==> config.mk <==
export PLATFORM = sky130hd
export DESIGN_NAME = alu_op_sequencer_flat
export DESIGN_NICKNAME = d
export VERILOG_FILES = /design/src/rtl/alu_op_sequencer_pkg.sv /design/src/rtl/alu_op_sequencer_if.sv /design/src/rtl/alu_op_sequencer_watchdog.sv /design/src/rtl/alu_op_sequencer.sv /design/src/flat_wrapper.sv
export SDC_FILE = /design/constraint.sdc
export NUM_CORES = 1
export LEC_CHECK = 0
export ABC_AREA = 1
export BUFFER_PORTS_ARGS = -buffer_cell sky130_fd_sc_hd__buf_4
export CORE_MARGIN = 2
export CORE_UTILIZATION = 40
export DETAILED_ROUTE_END_ITERATION = 6
export HOLD_SLACK_MARGIN = 0.08
export PLACE_DENSITY = 0.68
export SETUP_SLACK_MARGIN = 0.4
export SLEW_MARGIN = 15
export SYNTH_ARGS = -nofsm -noshare
export SYNTH_HDL_FRONTEND = slang
export SYNTH_HIERARCHICAL = 1
export SYNTH_SLANG_ARGS = --single-unit
==> constraint.sdc <==
create_clock -name clk -period 1.5 [get_ports clk]
set_input_delay 0.3 -clock clk [delete_from_list [all_inputs] [get_ports clk]]
set_output_delay 0.3 -clock clk [all_outputs]
set_load 0.02 [all_outputs]
==> src/rtl/alu_op_sequencer_pkg.sv <==
// ----------------------------------------------------------------------------
// alu_seq_pkg
// Shared definitions for the ALU op sequencer and the functional units it
// drives: sequencer state encoding, the two opcodes the sequencer handles
// itself, and the unit opcodes broadcast on the shared unit_op bus.
// ----------------------------------------------------------------------------
package alu_seq_pkg;

   typedef enum logic [1:0] {
      IDLE      = 2'd0,
      ISSUE     = 2'd1,
      WAIT_DONE = 2'd2,
      DRAIN     = 2'd3
   } seq_state_e;

   // Opcodes consumed by the sequencer itself (never strobed to the units)
   localparam logic [3:0] OP_NOP     = 4'h0;
   localparam logic [3:0] OP_LDI     = 4'h1;

   // Unit opcodes, shared with the functional units
   localparam logic [3:0] OP_AND_IMM = 4'hC;
   localparam logic [3:0] OP_OR_IMM  = 4'hD;
   localparam logic [3:0] OP_XOR_IMM = 4'hE;

   // True when the opcode must be issued to a functional unit
   function automatic logic is_unit_op(input logic [3:0] op);
      return (op != OP_NOP) && (op != OP_LDI);
   endfunction

endpackage : alu_seq_pkg

==> src/rtl/alu_op_sequencer_if.sv <==
// ----------------------------------------------------------------------------
// alu_seq_if
// Bundles the instruction handshake, the functional-unit bus and the
// sequencer status outputs.
//   master : the sequencer (accepts instructions, drives unit bus and status)
//   slave  : the environment (decode stage + functional units)
// Signals:
//   instr_valid/instr_ready/instr_op/instr_imm : instruction handshake
//   unit_op/unit_data1/unit_data2              : strobe + operands to units
//   unit_out/unit_done                         : result + done from unit
//   acc/res_valid/busy/err                     : accumulator and status
// ----------------------------------------------------------------------------
interface alu_seq_if;

   logic       instr_valid;
   logic       instr_ready;
   logic [3:0] instr_op;
   logic [7:0] instr_imm;
   logic [3:0] unit_op;
   logic [7:0] unit_data1;
   logic [7:0] unit_data2;
   logic [7:0] unit_out;
   logic       unit_done;
   logic [7:0] acc;
   logic       res_valid;
   logic       busy;
   logic       err;

   modport master (
      input  instr_valid, instr_op, instr_imm, unit_out, unit_done,
      output instr_ready, unit_op, unit_data1, unit_data2,
             acc, res_valid, busy, err
   );

   modport slave (
      output instr_valid, instr_op, instr_imm, unit_out, unit_done,
      input  instr_ready, unit_op, unit_data1, unit_data2,
             acc, res_valid, busy, err
   );

endinterface : alu_seq_if

==> src/rtl/alu_op_sequencer_watchdog.sv <==
// ----------------------------------------------------------------------------
// seq_watchdog
// Loadable down-counter shared by the WAIT_DONE and DRAIN phases.
// Ports:
//   clk, rst    : clock, synchronous active-high reset (counter -> 0)
//   clr_i       : restart the count from load_val_i
//   load_val_i  : starting count (limit - 1)
//   en_i        : decrement one step (saturates at zero)
//   expire_o    : count has reached zero
// ----------------------------------------------------------------------------
module seq_watchdog #(
   parameter int W = 4
) (
   input  logic         clk,
   input  logic         rst,
   input  logic         clr_i,
   input  logic [W-1:0] load_val_i,
   input  logic         en_i,
   output logic         expire_o
);

   logic [W-1:0] cnt_q;
   logic [W-1:0] cnt_d;

   // Next count: restart has priority over counting down
   always_comb begin
      cnt_d = cnt_q;
      if (clr_i) begin
         cnt_d = load_val_i;
      end else if (en_i && (cnt_q != {W{1'b0}})) begin
         cnt_d = cnt_q - W'(1);
      end else begin
         cnt_d = cnt_q;
      end
   end

   // Count register
   always_ff @(posedge clk) begin
      if (rst) begin
         cnt_q <= {W{1'b0}};
      end else begin
         cnt_q <= cnt_d;
      end
   end

   assign expire_o = (cnt_q == {W{1'b0}});

endmodule : seq_watchdog

==> src/rtl/alu_op_sequencer.sv <==
// ----------------------------------------------------------------------------
// alu_op_sequencer
// Issues one ALU instruction at a time to the 8-bit functional units and owns
// the accumulator. NOP and LDI are handled locally; any other opcode is
// strobed for one cycle on unit_op, the result is captured when unit_done
// rises, and the next instruction is accepted only after unit_done falls.
// Ports:
//   clk, rst : clock, synchronous active-high reset
//   bus      : alu_seq_if master (handshake, unit bus, acc and status)
// ----------------------------------------------------------------------------
module alu_op_sequencer
   import alu_seq_pkg::*;
#(
   parameter int         TIMEOUT   = 8,
   parameter int         DRAIN_MAX = 8,
   parameter logic [7:0] ACC_INIT  = 8'h00
) (
   input  logic      clk,
   input  logic      rst,
   alu_seq_if.master bus
);

   localparam int CNT_MAX = (TIMEOUT > DRAIN_MAX) ? TIMEOUT : DRAIN_MAX;
   localparam int CNT_W   = $clog2(CNT_MAX + 1);

   seq_state_e       state_q, state_d;
   logic [7:0]       acc_q, acc_d;
   logic [3:0]       unit_op_q, unit_op_d;
   logic [7:0]       data1_q, data1_d;
   logic [7:0]       data2_q, data2_d;
   logic             res_valid_q, res_valid_d;
   logic             err_q, err_d;

   logic             wd_clr_s;
   logic             wd_en_s;
   logic [CNT_W-1:0] wd_val_s;
   logic             wd_expire_s;

   seq_watchdog #(.W(CNT_W)) u_watchdog (
      .clk        (clk),
      .rst        (rst),
      .clr_i      (wd_clr_s),
      .load_val_i (wd_val_s),
      .en_i       (wd_en_s),
      .expire_o   (wd_expire_s)
   );

   // Next-state, accumulator and strobe logic
   always_comb begin
      state_d     = state_q;
      acc_d       = acc_q;
      unit_op_d   = OP_NOP;     // strobe lasts exactly one cycle, else the unit re-fires
      data1_d     = data1_q;
      data2_d     = data2_q;
      res_valid_d = 1'b0;
      err_d       = err_q;
      wd_clr_s    = 1'b0;
      wd_en_s     = 1'b0;
      wd_val_s    = CNT_W'(TIMEOUT - 1);

      case (state_q)
         IDLE: begin
            if (bus.instr_valid) begin
               if (bus.instr_op == OP_LDI) begin
                  acc_d       = bus.instr_imm;
                  res_valid_d = 1'b1;
               end else if (is_unit_op(bus.instr_op)) begin
                  // Operands are latched here so they are stable during ISSUE
                  state_d   = ISSUE;
                  unit_op_d = bus.instr_op;
                  data1_d   = acc_q;
                  data2_d   = bus.instr_imm;
                  wd_clr_s  = 1'b1;
                  wd_val_s  = CNT_W'(TIMEOUT - 1);
               end else begin
                  state_d = IDLE;   // NOP: consumed without effect
               end
            end else begin
               state_d = IDLE;
            end
         end

         ISSUE: begin
            state_d = WAIT_DONE;
         end

         WAIT_DONE: begin
            // X/Z on unit_done falls into the not-done branch
            if (bus.unit_done == 1'b1) begin
               acc_d       = bus.unit_out;
               res_valid_d = 1'b1;
               state_d     = DRAIN;
               wd_clr_s    = 1'b1;
               wd_val_s    = CNT_W'(DRAIN_MAX - 1);
            end else if (wd_expire_s) begin
               err_d   = 1'b1;
               state_d = IDLE;
            end else begin
               wd_en_s = 1'b1;
            end
         end

         DRAIN: begin
            if (bus.unit_done != 1'b1) begin
               state_d = IDLE;
            end else if (wd_expire_s) begin
               err_d   = 1'b1;
               state_d = IDLE;
            end else begin
               wd_en_s = 1'b1;
            end
         end

         default: begin
            state_d = IDLE;
         end
      endcase
   end

   // State, accumulator and output registers
   always_ff @(posedge clk) begin
      if (rst) begin
         state_q     <= IDLE;
         acc_q       <= ACC_INIT;
         unit_op_q   <= OP_NOP;
         data1_q     <= 8'h00;
         data2_q     <= 8'h00;
         res_valid_q <= 1'b0;
         err_q       <= 1'b0;
      end else begin
         state_q     <= state_d;
         acc_q       <= acc_d;
         unit_op_q   <= unit_op_d;
         data1_q     <= data1_d;
         data2_q     <= data2_d;
         res_valid_q <= res_valid_d;
         err_q       <= err_d;
      end
   end

   assign bus.instr_ready = (state_q == IDLE);
   assign bus.busy        = (state_q != IDLE);
   assign bus.unit_op     = unit_op_q;
   assign bus.unit_data1  = data1_q;
   assign bus.unit_data2  = data2_q;
   assign bus.acc         = acc_q;
   assign bus.res_valid   = res_valid_q;
   assign bus.err         = err_q;

endmodule : alu_op_sequencer

==> src/flat_wrapper.sv <==
// flat-port wrapper written by rule: the top's interface ports become plain ports
module alu_op_sequencer_flat import alu_seq_pkg::*;
#(
   parameter int         TIMEOUT   = 8,
   parameter int         DRAIN_MAX = 8,
   parameter logic [7:0] ACC_INIT  = 8'h00
)
  (clk, rst, bus_instr_valid, bus_instr_op, bus_instr_imm, bus_unit_out, bus_unit_done, bus_instr_ready, bus_unit_op, bus_unit_data1, bus_unit_data2, bus_acc, bus_res_valid, bus_busy, bus_err);
  alu_seq_if bus_i ();
  input  logic clk;
  input  logic rst;
  input wire logic [$bits(bus_i.instr_valid)-1:0] bus_instr_valid;
  input wire logic [$bits(bus_i.instr_op)-1:0] bus_instr_op;
  input wire logic [$bits(bus_i.instr_imm)-1:0] bus_instr_imm;
  input wire logic [$bits(bus_i.unit_out)-1:0] bus_unit_out;
  input wire logic [$bits(bus_i.unit_done)-1:0] bus_unit_done;
  output wire logic [$bits(bus_i.instr_ready)-1:0] bus_instr_ready;
  output wire logic [$bits(bus_i.unit_op)-1:0] bus_unit_op;
  output wire logic [$bits(bus_i.unit_data1)-1:0] bus_unit_data1;
  output wire logic [$bits(bus_i.unit_data2)-1:0] bus_unit_data2;
  output wire logic [$bits(bus_i.acc)-1:0] bus_acc;
  output wire logic [$bits(bus_i.res_valid)-1:0] bus_res_valid;
  output wire logic [$bits(bus_i.busy)-1:0] bus_busy;
  output wire logic [$bits(bus_i.err)-1:0] bus_err;
  assign bus_i.instr_valid = bus_instr_valid;
  assign bus_i.instr_op = bus_instr_op;
  assign bus_i.instr_imm = bus_instr_imm;
  assign bus_i.unit_out = bus_unit_out;
  assign bus_i.unit_done = bus_unit_done;
  assign bus_instr_ready = bus_i.instr_ready;
  assign bus_unit_op = bus_i.unit_op;
  assign bus_unit_data1 = bus_i.unit_data1;
  assign bus_unit_data2 = bus_i.unit_data2;
  assign bus_acc = bus_i.acc;
  assign bus_res_valid = bus_i.res_valid;
  assign bus_busy = bus_i.busy;
  assign bus_err = bus_i.err;
  alu_op_sequencer #(.TIMEOUT(TIMEOUT), .DRAIN_MAX(DRAIN_MAX), .ACC_INIT(ACC_INIT)) u_core (.clk(clk), .rst(rst), .bus(bus_i));
endmodule
Yosys cells after proc, flatten, opt, wreduce, memory -nomap -nowiden
Index checks and enable logic that the tools add are counted.
- bits in registers: 36
- bits of input ports: 24
- add/sub/neg operators: 1
- equality and inequality tests: 11
- muxes and demuxes: 29
- bitwise gates (word level): 4
- reduce and logical (&&, ||, !) cells: 15
- operator list (kind ; number):
    8-bit two-way mux ; 3
    8-bit one-hot mux with 2 select lines ; 1
    1-bit two-way mux ; 13
    2-bit two-way mux ; 5
    2-bit inequality test, second input constant ; 4
    1-bit one-hot mux with 2 select lines ; 4
    2-bit one-hot mux with 4 select lines ; 1
    4-bit AND reduction ; 2
    2-bit nonzero test ; 4
    4-bit nonzero test ; 2
    3-bit two-way mux ; 2
    5-bit OR reduction ; 1
    2-bit == test, second input constant ; 2
    4-bit by 1-bit == test with 1-bit output, second input constant ; 1
    4-bit zero test ; 1
    4-bit by 1-bit inequality test with 1-bit output, second input constant ; 1
    1-bit inverter ; 4
    4-bit by 1-bit subtractor with 4-bit output, second input constant ; 1
    3-bit inequality test, second input constant ; 1
    3-bit AND reduction ; 1
    2-bit by 1-bit == test with 1-bit output, second input constant ; 1
    1-bit logical AND ; 2
    2-bit zero test ; 1
    2-bit by 1-bit inequality test with 1-bit output, second input constant ; 1
    2-bit OR reduction ; 1

Logic depth before layout (Yosys ltp)
- depth after elaboration: 7
- mapped depth: 12
- gate-level depth less buffers: 11

By module
Netlist, hierarchy kept.
- by module, submodules not included (module ; instances ; cells each ; area each (um2)):
    alu_op_sequencer ; 1 ; 203 ; 1435.1
    seq_watchdog ; 1 ; 41 ; 274.0

Worst setup path before layout
Ideal clock, no wire load.
- path type: reg-to-reg
- start point: reg u_core.state_q[1]
- end point: reg u_core.u_watchdog.cnt_q[3]
- setup time: 115 ps
- arrival: 1349 ps
- required time: 1385 ps
- path slack: 36 ps
- stages on the path, launching flop included: 10
- buffers on the path: 1
- period minus slack after synthesis: 1464 ps
- cell sequence: dfxtp_1 inv_4 nor2_4 nand2_4 buf_6 nand2_1 inv_2 or2_0 nand3_1 a21oi_2
- cells in the longest elaborated chain, start to end: 3
- RTL lines (element ; RTL line ; RTL):
    start: declaration ; alu_op_sequencer.sv:26 ; seq_state_e state_q, state_d;
    start signal: assignment ; alu_op_sequencer.sv:131 ; state_q <= state_d;
    2-bit == test or 2-bit zero test (tied branches) ; alu_op_sequencer.sv:61 ; case (state_q)
    1-bit one-hot mux with 2 select lines * ; alu_op_sequencer.sv:61 ;
    named net u_core.wd_clr_s ; alu_op_sequencer.sv:34 ; logic wd_clr_s;
    2-bit OR reduction (no line) * ; -- ;
    end signal: assignment ; alu_op_sequencer_watchdog.sv:40 ; cnt_q <= {W{1'b0}};
    end signal: assignment ; alu_op_sequencer_watchdog.sv:42 ; cnt_q <= cnt_d;
    end: declaration ; alu_op_sequencer_watchdog.sv:22 ; logic [W-1:0] cnt_q;
The timed path passes the listed nets; every way through them passes the cells marked *.
A chain may end at the register's enable or synchronous reset.

Final worst setup path
- start point: reg u_core.state_q[1]
- end point: reg u_core.acc_q[6], in the netlist u_core/bus.acc[6]
- cells in the longest elaborated chain, start to end: 3
- RTL lines (element ; RTL line ; RTL):
    2-bit == test or 2-bit zero test (tied branches) ; alu_op_sequencer.sv:61 ;
    2-bit inequality test (no line) (tied with other cells) ; -- ;
    4-bit AND reduction (no line) ; -- ;
    end signal: assignment ; alu_op_sequencer.sv:124 ; acc_q <= ACC_INIT;
    end signal: assignment ; alu_op_sequencer.sv:132 ; acc_q <= acc_d;
    end: declaration ; alu_op_sequencer.sv:27 ; logic [7:0] acc_q, acc_d;
Parallel ways exist; a longest one is shown, timed or not.

==> results by group <==
Outcome
  • Status: complete, no violations

Clock network
  • Clock Path Buffers: 2
  • CTS sink count: 36
  • Clk_lat worst skew: 0.29 ns
  • H-tree Lvls: 2
  • CTS root buffer: clkbuf_8
  • Num CTS Buffers: 5
  • Reg clk slew, reported paths: 0.08 ns
  • TritonCTS clock tree: built

Flow run
  • Max_cap viols: 0

Layout
  • Area growth syn-to-layout: 56.3%
  • Ant. Diodes: 0
  • Commonest non-fill, non-tap cell in the layout: buf_4
  • Commonest non-fill, non-tap cells in the layout: buf_4 (64), nand2_1 (48), nor2_1 (45)
  • Nets@finish: 351
  • Layout cell share with drive strength beyond 1: 0.498

Place
  • GP Congestion: 0.794
  • DPL Wire Length: 3020 um
  • Placement Setup Slack: 0.166 ns
  • IO Port Bufs: 55

Timing
  • Achievable Freq: 0.772 GHz
  • RSZ-0062 raised after global routing: yes
  • Post-route setup slack: 0.204 ns
  • Setup TNS: 0 ns
  • Final Hold Fails: 0
  • Setup Skew: 0.00708 ns
  • Fin crit period: 1.30 ns
  • Max Slew Vio Count: 0
  • Final worst path period share: 0.864
  • Setup violators final: 0

Pwr
  • Switching pwr: 1.01 mW
  • Pwr Density: 1220 nW/um2
  • Sequential Power Share: 0.353
  • Lkg Pwr: 1.37 nW
  • Combinational share of power: 0.320
  • VDD IR max: 0.561 mV
  • Clk network pwr share: 0.327
  • Switching share of power: 0.312
  • Internal power: 2.23 mW

Detailed routing
  • DRT Wirelength: 4720 um
  • DR WL/cell: 12.5 um
  • Number of DRC markers in iteration 0: 79
  • Via count of the routed design: 1732
  • Detailed-route vias per instance: 4.59
  • DRC viols: 0
  • DRT antenna net count: 0
  • TritonRoute pass-1 iters: 4

Yosys
  • Seq/Total Area, Yosys: 0.422
  • Cell count after synthesis: 244
  • Mean Syn Cell Area: 7.00 um2
  • Largest family of logic cells by synthesized area: simple AND/OR/NAND/NOR gates
  • Compound-gate portion of the synthesized area: 0.0842
  • Synth unique cells: 29
  • #FFs+latches synth: 36
  • YS warnings: 6
  • Netlist Area Pre-Place: 1710 um2
  • Post-synthesis xor/xnor area fraction: 0.00512
  • Simple-gate area share of the yosys netlist: 0.366
  • Post-Synth Adder-Cell Area: 0.00732
  • Post-synthesis mux area share: 0

Worst setup path
  • Crit Path Class: register to register
  • CP arrival: 1.52 ns
  • Reg2Reg Launch Point: u_core/state_q[1]
  • Reg2reg end: u_core/bus.acc[6]
  • WP data required: 1.72 ns
  • Crit Path Max Fanout: 8
  • Worst Setup Start Kind: register
  • Worst Setup End Kind: register
  • Reg2reg setup slack: 0.20 ns
  • Reg2Reg Depth: 8

Global routing
  • Largest net degree at the start of global routing: 27
  • GRT Total Usage: 0.190
  • First-pass GRT wire length: 7380 um
  • Vias in the first global route: 1606
  • Initial antenna violation count: 0
  • Gr ovfl total: 0

Hold path
  • Hold crit path type: input pin to register
  • Hold path cells: 3
  • Min-delay src: bus_instr_op[1]
  • WHS Endpoint: u_core/bus.unit_op[1]

Die
  • Die height: 69.4 um
  • Die width: 69.4 um
  • Core ar.: 4060 um2
  • # IOs: 56
  • Total Die Area: 4810 um2
  • Initial Util: 0.421
  • Num rows: 23
## cell type report
class,count,area (um2)
fill,363,1390
clock buffer,7,119
sequential,36,764
clock inverter,1,30.0
inverter,32,141
timing repair buffer,77,627
tap,50,62.6
timing repair inverter,1,11.3
multi-input combinational,173,916
## synthesized netlist by cell type
cell      count  share of area
buf_6         2          0.013
dfxtp_1      36           0.42
nand3_2       1         0.0059
inv_8         1         0.0066
a31oi_1       1         0.0037
buf_12        1          0.012
conb_1        2         0.0044
clkinv_2      1         0.0029
buf_4         1         0.0044
inv_4         1         0.0037
nand2_4       4          0.026
nor2_4        2          0.013
a21oi_1       3         0.0088
ha_1          1         0.0073
o21ai_0      20          0.059
nand2_1      52           0.11
nor2_1       52           0.11
or2_0         1         0.0037
o22ai_1       1         0.0037
nand2_2       2         0.0073
a21oi_2       1         0.0051
xor2_1        1         0.0051
nand3_1      14          0.041
o21a_1        1         0.0044
nor2_2       11          0.040
buf_2         1         0.0029
inv_1        25          0.055
inv_2         4         0.0088
clkbuf_1      1         0.0022
## routing by layer
layer	global-route usage	wire length, um	vias to the layer above
met4	0.0654	37	0
li1	-	-	907
met1	0.231	2080	777
met5	0	0	-
met3	0.0465	173	4
met2	0.326	2430	44
## worst max-delay path, cell delays in order, from the launching register on
cell,delay (ns)
dfxtp_4,0.39
inv_4,0.05
nor2_4,0.14
nand2_4,0.09
buf_4,0.14
buf_6,0.13
nand3_1,0.09
nand2_1,0.07
nor2_1,0.12
## stage by stage
| stage | hold slack, ns | area [um2] | power (mW) | instances | utilization |
|---|---|---|---|---|---|
| after floorplan | 0.360 | 1770 | 1.72 | 246 | - |
| after global placement | 0.455 | 2210 | 1.97 | 349 | 0.546 |
| after detailed placement | 0.459 | 2210 | 1.98 | 349 | 0.546 |
| after CTS | 0.198 | 2550 | 3.19 | 372 | 0.628 |
| after global routing | 0.222 | 2670 | 3.41 | 377 | 0.658 |
| final | 0.207 | 2670 | 3.25 | 377 | 0.658 |
## power by group through the flow
stage,Combinational [mW],Sequential [mW],Clock [mW]
5_1_grt,1.12,1.16,1.13
3_3_place_gp,0.819,1.15,0
2_1_floorplan,0.492,1.23,0
6_report,1.04,1.15,1.06
3_5_place_dp,0.828,1.15,0
4_1_cts,0.968,1.13,1.09
## worst max-delay path by stage
| stage | from | endpoint | slack [ns] | depth (start not counted) |
|---|---|---|---|---|
| after CTS | u_core/state_q[0] | u_core/u_watchdog/cnt_q[3] | 0.23 | 9 |
| after global routing | u_core/state_q[1] | u_core/bus.acc[6] | 0.13 | 8 |
| after global placement | bus_instr_op[3] | u_core/u_watchdog/cnt_q[2] | 0.20 | 11 |
| after floorplan | u_core/state_q[1] | u_core/u_watchdog/cnt_q[1] | 0.23 | 10 |
| after detailed placement | bus_instr_op[3] | u_core/u_watchdog/cnt_q[2] | 0.17 | 11 |
| final | u_core/state_q[1] | u_core/bus.acc[6] | 0.20 | 8 |
## cells by family (layout without fill, tap and decap cells)
family / Yosys count / in the layout
xor gates and xnor gates: 1 / 1
AOI/OAI and AO/OA: 27 / 27
and+or+nand+nor: 139 / 140
buffers and inverters: 38 / 118
adders and majority gates: 1 / 1
DFF: 36 / 36
other: 2 / 4
## registers in the layout (all words and copies together), names as in the netlist
| signal | flops |
|---|---|
| u_core/bus.acc | 8 |
| u_core/bus.err | 1 |
| u_core/bus.res_valid | 1 |
| u_core/bus.unit_data1 | 8 |
| u_core/bus.unit_data2 | 8 |
| u_core/bus.unit_op | 4 |
| u_core/state_q | 2 |
| u_core/u_watchdog/cnt_q | 4 |
## repair_timing
action                                  in CTS  in global routing
endpoints found under the setup margin      45                 61
buffers inserted                            14                  4
pin swaps                                   11                  7
gates cloned                                 1                  1
hold buffers                                 0                  0
gates resized for setup                     33                 41
Note: power is estimated with default switching activity, not from simulation.
